**src/rtl/control_sequencer_pkg.sv**
```systemverilog
// Shared opcode map, FSM state encoding and instruction classes for the
// control sequencer and its opcode classifier.
package control_sequencer_pkg;

  localparam logic [5:0] OP_MOVI   = 6'h00;
  localparam logic [5:0] OP_MOV    = 6'h01;
  localparam logic [5:0] OP_LOAD   = 6'h02;
  localparam logic [5:0] OP_STORE  = 6'h03;
  localparam logic [5:0] OP_ALU_LO = 6'h04;
  localparam logic [5:0] OP_ALU_HI = 6'h10;
  localparam logic [5:0] OP_HALT   = 6'h3F;

  typedef enum logic [2:0] {
    ST_FETCH,
    ST_DECODE,
    ST_EXEC,
    ST_MEM,
    ST_WB,
    ST_STOP
  } state_e;

  typedef enum logic [2:0] {
    CL_MOVI,
    CL_MOV,
    CL_LOAD,
    CL_STORE,
    CL_ALU,
    CL_HALT,
    CL_ILLEGAL
  } iclass_e;

endpackage

```
**src/rtl/control_sequencer_classifier.sv**
```systemverilog
// Purely combinational opcode -> instruction class map; anything not
// recognised falls through to CL_ILLEGAL.
module opcode_classifier
  import control_sequencer_pkg::*;
(
  input  logic [5:0] opcode_i,
  output iclass_e    class_o
);

  always_comb begin
    class_o = CL_ILLEGAL;
    if (opcode_i == OP_MOVI)                                class_o = CL_MOVI;
    else if (opcode_i == OP_MOV)                            class_o = CL_MOV;
    else if (opcode_i == OP_LOAD)                           class_o = CL_LOAD;
    else if (opcode_i == OP_STORE)                          class_o = CL_STORE;
    else if (opcode_i >= OP_ALU_LO && opcode_i <= OP_ALU_HI) class_o = CL_ALU;
    else if (opcode_i == OP_HALT)                           class_o = CL_HALT;
  end

endmodule

```
**src/rtl/control_sequencer.sv**
```systemverilog
// Multi-cycle fetch/decode/execute sequencer: drives instruction fetch,
// ALU handshake, data memory access and register-file write strobes.
module control_sequencer
  import control_sequencer_pkg::*;
#(
  parameter int PC_W   = 16,
  parameter int ADDR_W = 9
) (
  input  logic              clk,
  input  logic              rst,
  output logic              imem_req,
  output logic [PC_W-1:0]   pc,
  input  logic              imem_valid,
  input  logic [31:0]       instr_i,
  output logic [31:0]       ir,
  output logic              alu_start,
  output logic [5:0]        alu_op,
  input  logic              alu_done,
  output logic              dmem_req,
  output logic              dmem_we,
  output logic [ADDR_W-1:0] dmem_addr,
  input  logic              dmem_valid,
  output logic              rf_we2,
  output logic              rf_we1,
  output logic              imm_sel,
  output logic              halt,
  output logic              illegal
);

  state_e            state_q, state_d;
  logic [PC_W-1:0]   pc_q, pc_d;
  logic [31:0]       ir_q, ir_d;
  logic              halt_q, halt_d;
  logic              illegal_q, illegal_d;
  logic              started_q, started_d;
  iclass_e           cls;

  logic imem_req_c, alu_start_c, dmem_req_c, dmem_we_c;
  logic rf_we2_c, rf_we1_c, imm_sel_c;

  opcode_classifier u_cls (
    .opcode_i (ir_q[31:26]),
    .class_o  (cls)
  );

  always_ff @(posedge clk) begin
    if (rst) begin
      state_q   <= ST_FETCH;
      pc_q      <= '0;
      ir_q      <= '0;
      halt_q    <= 1'b0;
      illegal_q <= 1'b0;
      started_q <= 1'b0;
    end else begin
      state_q   <= state_d;
      pc_q      <= pc_d;
      ir_q      <= ir_d;
      halt_q    <= halt_d;
      illegal_q <= illegal_d;
      started_q <= started_d;
    end
  end

  always_comb begin
    state_d     = state_q;
    pc_d        = pc_q;
    ir_d        = ir_q;
    halt_d      = halt_q;
    illegal_d   = illegal_q;
    started_d   = 1'b0;
    imem_req_c  = 1'b0;
    alu_start_c = 1'b0;
    dmem_req_c  = 1'b0;
    dmem_we_c   = 1'b0;
    rf_we2_c    = 1'b0;
    rf_we1_c    = 1'b0;
    imm_sel_c   = 1'b0;
    unique case (state_q)
      ST_FETCH: begin
        imem_req_c = 1'b1;
        if (imem_valid) begin
          ir_d    = instr_i;
          state_d = ST_DECODE;
        end
      end
      ST_DECODE: begin
        unique case (cls)
          CL_MOVI, CL_MOV:   state_d = ST_WB;
          CL_LOAD, CL_STORE: state_d = ST_MEM;
          CL_ALU:            state_d = ST_EXEC;
          CL_HALT: begin
            state_d = ST_STOP;
            halt_d  = 1'b1;
          end
          default: begin
            state_d   = ST_STOP;
            illegal_d = 1'b1;
          end
        endcase
      end
      ST_EXEC: begin
        // started_q marks that the single start pulse has gone out
        alu_start_c = ~started_q;
        started_d   = 1'b1;
        if (alu_done) begin
          started_d = 1'b0;
          state_d   = ST_WB;
        end
      end
      ST_MEM: begin
        dmem_req_c = 1'b1;
        dmem_we_c  = (cls == CL_STORE);
        if (dmem_valid) begin
          if (cls == CL_STORE) begin
            pc_d    = pc_q + PC_W'(1);
            state_d = ST_FETCH;
          end else begin
            state_d = ST_WB;
          end
        end
      end
      ST_WB: begin
        rf_we2_c  = 1'b1;
        rf_we1_c  = (cls == CL_ALU);
        imm_sel_c = (cls == CL_MOVI);
        pc_d      = pc_q + PC_W'(1);
        state_d   = ST_FETCH;
      end
      ST_STOP: ;
      default: state_d = ST_FETCH;
    endcase
  end

  // Strobes are masked while rst is high so an abandoned transaction
  // issues nothing in the reset cycle itself.
  assign imem_req  = imem_req_c  & ~rst;
  assign alu_start = alu_start_c & ~rst;
  assign dmem_req  = dmem_req_c  & ~rst;
  assign dmem_we   = dmem_we_c   & ~rst;
  assign rf_we2    = rf_we2_c    & ~rst;
  assign rf_we1    = rf_we1_c    & ~rst;
  assign imm_sel   = imm_sel_c   & ~rst;

  assign pc        = pc_q;
  assign ir        = ir_q;
  assign halt      = halt_q;
  assign illegal   = illegal_q;
  assign alu_op    = (state_q == ST_EXEC) ? ir_q[31:26] : 6'd0;
  assign dmem_addr = (cls == CL_STORE) ? ADDR_W'(ir_q[25:18]) : ADDR_W'(ir_q[7:0]);

endmodule

```
**config.mk**
```make
export PLATFORM = sky130hd
export DESIGN_NAME = control_sequencer
export DESIGN_NICKNAME = d
export VERILOG_FILES = /design/src/rtl/control_sequencer_pkg.sv /design/src/rtl/control_sequencer_classifier.sv /design/src/rtl/control_sequencer.sv
export SDC_FILE = /design/constraint.sdc
export NUM_CORES = 1
export LEC_CHECK = 0
export ABC_AREA = 1
export CELL_PAD_IN_SITES_DETAIL_PLACEMENT = 0
export CELL_PAD_IN_SITES_GLOBAL_PLACEMENT = 1
export CORE_MARGIN = 3
export CORE_UTILIZATION = 29
export CTS_CLUSTER_DIAMETER = 50
export CTS_CLUSTER_SIZE = 10
export DETAILED_ROUTE_END_ITERATION = 8
export GPL_ROUTABILITY_DRIVEN = 0
export PLACE_DENSITY_LB_ADDON = 0.1
export SLEW_MARGIN = 20
export SYNTH_ARGS = -nofsm -noshare
export SYNTH_HDL_FRONTEND = slang
export SYNTH_HIERARCHICAL = 1
export SYNTH_SLANG_ARGS = --single-unit
```
**constraint.sdc**
```tcl
create_clock -name clk -period 2.38 [get_ports clk]
set_input_delay 0.357 -clock clk [delete_from_list [all_inputs] [get_ports clk]]
set_output_delay 0.357 -clock clk [all_outputs]
set_load 0.005 [all_outputs]
```
==> impl_results.md, run 1 <==
* Outcome: finished clean
* Max-cap violation count at 0
* Routed Antenna Nets at 0
* Placed Instance Area at 3792 µm²
* Synth async-reset ratio at 0%
* HPWL after DPL at 5859 µm
* Overall routing resource usage at 16.09%
* CTS Sinks at 54
* Top FF cell, synth: dfxtp_1
* Req. time, crit path at 2.02 ns
* # DRC at 0
* H-tree depth at 2
* Largest net degree at the start of global routing at 39
* F_max at 444.3 MHz
* Placed insts at 576
* Hold Fails Final Rpt at 0
* Mean Syn Cell Area at 6.982 µm²
* Antenna cells at 0
* Routed vias at 2713
* Crit path arrival time at 1.89 ns
* Starting Density at 30.85%
* Met2 Use GR at 27.04%
* Synthesized area at 2611 µm²
* Iter 0 DRT Violations at 46
* VDD IR max at 0.5064 mV
* Clk_lat worst skew at 0.31 ns
* R2R depth at 12
* Synthesized flop and latch total at 54
* Core area at 8464 µm²
* Routed vias/inst at 4.560
* Sequential area share after synthesis at 41.40%
* Clock root buffer: clkbuf_8
* Number of global-route vias before repair at 2599
* Post-Route Utilization at 48.09%
* Clock buffer depth at 2
* Die Span X at 100.9 µm
* CP Class: flip-flop to output pin
* Final setup vio count at 0
* DIE HEIGHT at 100.9 µm
* First-pass GRT wire length at 13100 µm
* Final cell count without fillers at 595
* Slew Limit Fails at 0
* Final Instance Area at 4070 µm²
* Total CTS buffers at 5
* Unrepaired setup endpoints after global routing: yes
* Port bufs at 107
* IO Pins at 109
* WL/cell at 13.58 µm
* Crit start category: flip-flop
* Clock skew at 0.008022 ns
* Min-Delay Path Depth at 2
* Cells after synthesis at 374
* GRT Residual Overflow at 0
* Row cnt at 33
* DRT Wirelength at 8082 µm
* GR Util met3 at 5.467%
* Reg clk slew, reported paths at 0.10 ns
* Area Overhead vs Synth at 55.87%
* Initial antenna violation count at 0
* PwrDens at 930.8 nW/µm²
* Syn_nets at 412
* Min Tclk post-route at 2.251 ns
* Crit end category: output pin
* Yosys warning total at 6
* WHS at 0.4477 ns
* Total die area at 10180 µm²
* CTS tree: yes
* Crit-path max FO at 6
* Worst min path class: flip-flop to flip-flop
* Met1 Use GR at 19.54%
* Netlist cell types at 29
* P_leak at 0.001576 µW
* Fin crit share at 94.56%
* Fraction of layout cells with a size suffix above 1 at 14.69%
* GRT busiest layer: met2
* Number of synthesized flops with an enable pin at 0
* TritonRoute pass-1 iters at 4
* Nets@finish at 527
-- layout make-up --
type	count	area (µm²)
Timing Repair Buffer	120	1187
Multi-Input combinational cell	255	1336
Tap cell	105	131.4
Sequential cell	54	1100
Clock inverter	3	43.79
Inverter	53	202.7
Clock buffer	5	68.82
Fill cell	853	4394
-- through the flow --
stage / power, µW / setup WS, ns / TNS (ns)
after floorplan: 2137 / 0.6220 / 0
after CTS: 3737 / 0.006611 / 0
final: 3789 / 0.1294 / 0
after global routing: 4095 / -0.02003 / -0.02396
after global placement: 2928 / 0.1590 / 0
after detailed placement: 2933 / 0.09041 / 0
-- critical path, stage by stage, from the launching register on --
cell and delay (ns):
dfxtp_4 0.37, nor2_4 0.17, nand3_1 0.11, nand2_2 0.23, nand3_4 0.15, buf_4 0.16, nand2_1 0.04, o21ai_0 0.06
dlygate4sd2_1 0.27
-- synthesized netlist by cell type (2+ instances only) --
master    instances  share of area, %
nand2_1          65               9.3
dfxtp_1          54                41
inv_1            51               7.3
nor2_1           51               7.3
o21ai_0          41               7.9
a21oi_1          39               7.5
nand3_1          16               3.1
a21oi_2          10               3.4
nand2_2           8               1.9
clkbuf_1          6              0.86
buf_1             3              0.43
buf_2             3              0.57
nand3_2           3               1.2
nor3_1            3              0.57
a31oi_1           2              0.48
inv_2             2              0.29
nand4_1           2              0.48
nor2_2            2              0.48
nor2_4            2              0.86
xor2_1            2              0.67
-- cells by family (layout without fill, tap and decap cells) --
group / after synthesis / after routing / synth area share (%)
AO/OA/AOI/OAI: 92 / 92 / 19.17
XOR/XNOR: 2 / 2 / 0.6709
adder cells (fa/ha/maj): 1 / 1 / 0.4791
buffers and inverters: 67 / 181 / 10.54
flip-flops: 54 / 54 / 41.40
other: 1 / 1 / 0.1436
AND/OR/NAND/NOR: 157 / 159 / 27.60
-- cells in the final DEF (no fill, tap or decap), types with 6 or more instances in the layout --
cell type | Yosys | layout
o21ai_0 | 41 | 35
nor2_1 | 51 | 48
nand2_2 | 8 | 10
a21oi_2 | 10 | 10
clkdlybuf4s50_1 | 0 | 96
inv_1 | 51 | 49
dlygate4sd2_1 | 0 | 9
buf_4 | 1 | 11
dfxtp_1 | 54 | 47
nand3_1 | 16 | 16
o21ai_1 | 0 | 6
nand2_1 | 65 | 61
a21oi_1 | 39 | 39
-- power by group --
part / switching, µW / leakage [µW] / internal [µW]
sequential: 188 / 0.000447 / 1130
combinational: 949 / 0.00107 / 881
clock: 322 / 0.0000585 / 316
-- path summary, 6_finish.rpt --
path         startpoint            to  slack, ns
min              ir[11]        ir[11]       0.45
min reg2reg      ir[11]        ir[11]       0.45
max reg2reg      ir[28]        pc[14]       0.24
max              ir[28]  dmem_addr[5]       0.13
-- registers in the layout, summed over array words and instances, names as in the netlist --
signal and count:
pc 16, halt 1, started_q 1, ir 32, state_q 3, illegal 1
-- layer usage --
metal	wire length, µm	share of wire [%]
met1	3493	43
met2	3849	48
met3	597	7.4
met4	140	1.7
met5	0	0
-- timing repair --
item                       CTS  global route
pin swaps                    4             3
buffers inserted             4             5
hold buffers                 0             0
setup endpoints to repair   13             9
gates cloned                 2             0
resized for setup           32            13
Power figures use the tool's default switching activity.
==> inputs of run 2 (changes only) <==
--- a/config.mk
+++ b/config.mk
@@ -8,12 +8,14 @@
 export ABC_AREA = 1
 export CELL_PAD_IN_SITES_DETAIL_PLACEMENT = 0
 export CELL_PAD_IN_SITES_GLOBAL_PLACEMENT = 1
-export CORE_MARGIN = 3
+export CORE_ASPECT_RATIO = 1.4
+export CORE_MARGIN = 10
 export CORE_UTILIZATION = 29
 export CTS_CLUSTER_DIAMETER = 50
 export CTS_CLUSTER_SIZE = 10
 export DETAILED_ROUTE_END_ITERATION = 8
 export GPL_ROUTABILITY_DRIVEN = 0
+export GPL_TIMING_DRIVEN = 0
 export PLACE_DENSITY_LB_ADDON = 0.1
 export SLEW_MARGIN = 20
 export SYNTH_ARGS = -nofsm -noshare
==> run 2 against run 1 <==
Clock-buffer cell count increased by 2. Routed wire length grew 7.5%. Sequential share of layout area grew 0.16 points. Clock skew barely moved. Register-to-register slack gained 0.20 ns. Critical path depth grew 1. Die area grew 30%. Sequential cell count stayed put. Worst hold slack got worse by 0.0017 ns. Highest routed layer unchanged.
==> impl_results.md, run 2 (synthesized netlist as in run 1, its figures left out) <==
* WHS at 0.4459 ns
* Crit-path max FO at 10
* Final setup vio count at 0
* Row cnt at 40
* Min-Delay Path Depth at 2
* Reg clk slew, reported paths at 0.07 ns
* Final Instance Area at 4033 µm²
* Worst-path cell chain: nor2_4 > a21oi_1 > nand2_1 > nand2_1 > nand2_2 > nand3_4 > clkbuf_8 > nor3_1 > dlygate4sd2_1
* DRT Wirelength at 8688 µm
* R2R depth at 13
* Hold_buf cts at 0
* PwrDens at 951.0 nW/µm²
* Clock skew at 0.008314 ns
* Outcome: finished clean
* CTS Sinks at 54
* Max-cap violation count at 0
* Max reg flops at 32
* CP Class: flip-flop to output pin
* Starting Density at 29.99%
* Hold Fails Final Rpt at 0
* Fraction of layout cells with a size suffix above 1 at 11.81%
* Clk_lat worst skew at 0.30 ns
* Total CTS buffers at 5
* Routed Antenna Nets at 0
* Fin crit share at 94.60%
* Placed insts at 586
* HPWL after DPL at 6748 µm
* Number of global-route vias before repair at 2801
* FILL cells at 912
* Area of the multi-input gates at 1275 µm²
* Port bufs at 107
* Iter 0 DRT Violations at 62
* Final cell count without fillers at 596
* Worst min path class: flip-flop to flip-flop
* Placed Instance Area at 3814 µm²
* VDD IR max at 0.4858 mV
* Crit end category: output pin
* Area Overhead vs Synth at 54.43%
* Most common cell on crit path: nand2_1
* Core area at 8708 µm²
* WL/cell at 14.58 µm
* CP bufs+invs at 2
* Initial antenna violation count at 0
* Storage cell area at 1096 µm²
* F_max at 444.2 MHz
* # DRC at 0
* DIE HEIGHT at 132.3 µm
* GRT Residual Overflow at 0
* H-tree depth at 2
* Nets@finish at 528
* Routed vias/inst at 4.572
* Clock buffer depth at 2
* P_leak at 0.001583 µW
* Unrepaired setup endpoints after global routing: no
* Crit path arrival time at 1.89 ns
* Req. time, crit path at 2.02 ns
* Crit start category: flip-flop
* Slew Limit Fails at 0
* Overall routing resource usage at 13.07%
* Min Tclk post-route at 2.251 ns
* Clock root buffer: clkbuf_16
* CP Depth at 9
* Worst stage delay on the critical path at 0.35 ns
* Largest net degree at the start of global routing at 16
* Routed vias at 2725
* Commonest non-fill, non-tap cell in the layout: clkdlybuf4s50_1
* TritonRoute pass-1 iters at 4
* IO Pins at 109
* Die Span X at 100.2 µm
* Cell family with most CP delay: simple AND/OR/NAND/NOR gates
* Final TNS setup at 0 ns
* First-pass GRT wire length at 14170 µm
* Total die area at 13250 µm²
* CP max stage cell: dfxtp_2
* Most frequent cells in the layout: 96 x clkdlybuf4s50_1, 64 x nand2_1, 50 x inv_1, 50 x nor2_1, 48 x dfxtp_1
* CTS tree: yes
* Antenna cells at 0
-- run 2: changes by cell type in the layout (fill, tap and decap cells not counted), sizes merged --
cell | previous run | this run
buf | 13 | 10
clkbuf | 5 | 16
clkinv | 1 | 0
clkinvlp | 1 | 0
dlygate4sd2 | 9 | 6
nand3 | 22 | 20
-- run 2: where the power goes --
group | switching [µW] | total (µW) | internal [µW]
Clock | 350 | 849 | 499
Combinational | 870 | 1670 | 795
Sequential | 192 | 1320 | 1130
-- run 2: per-layer routing --
| metal | track usage (%) | routed length, µm |
|---|---|---|
| met1 | 14.00 | 3498 |
| met2 | 21.29 | 4134 |
| met3 | 6.925 | 911 |
| met4 | 4.331 | 144 |
| met5 | 0 | 0 |
-- run 2: final cells by class --
| class | instances | area share [%] |
|---|---|---|
| inverters | 53 | 4.933 |
| clock buffers | 7 | 3.289 |
| repair buffers | 109 | 26.81 |
| multi-input cells | 253 | 31.62 |
| clock inverters | 1 | 0.7446 |
| well taps | 105 | 3.258 |
| plain buffers | 14 | 2.172 |
| flip-flops and latches | 54 | 27.18 |
-- run 2: worst paths after layout --
kind	slack [ns]	start	endpoint
max	0.13	ir[29]	dmem_we
min	0.45	ir[10]	ir[10]
max reg2reg	0.44	ir[29]	pc[12]
min reg2reg	0.45	ir[10]	ir[10]
-- run 2: metrics by stage --
stage	util, %	setup WS [ns]	power (µW)
finish	46.31	0.1285	3835
global route	46.31	0.002869	4148
CTS	46.16	-0.1416	3892
detailed placement	43.79	-0.2763	2991
global placement	43.79	-0.2816	2986
floorplan	-	0.6220	2137
-- run 2: repair_timing --
action,4_1_cts,5_1_grt
pin swaps,2,0
resized for setup,22,19
cloned,0,0
buffers inserted,2,0
endpoints found under the setup margin,12,15
-- run 2: worst register-to-register path: stages, from the launching register on --
cell,delay [ns]
dfxtp_2,0.35
nor2_4,0.17
a21oi_1,0.09
nand2_1,0.06
nand2_1,0.06
nand2_2,0.13
nand3_4,0.12
buf_12,0.16
nand2_2,0.11
nand3_2,0.21
nor2_1,0.22
nand2_1,0.07
nand2_1,0.06
nor2_1,0.04
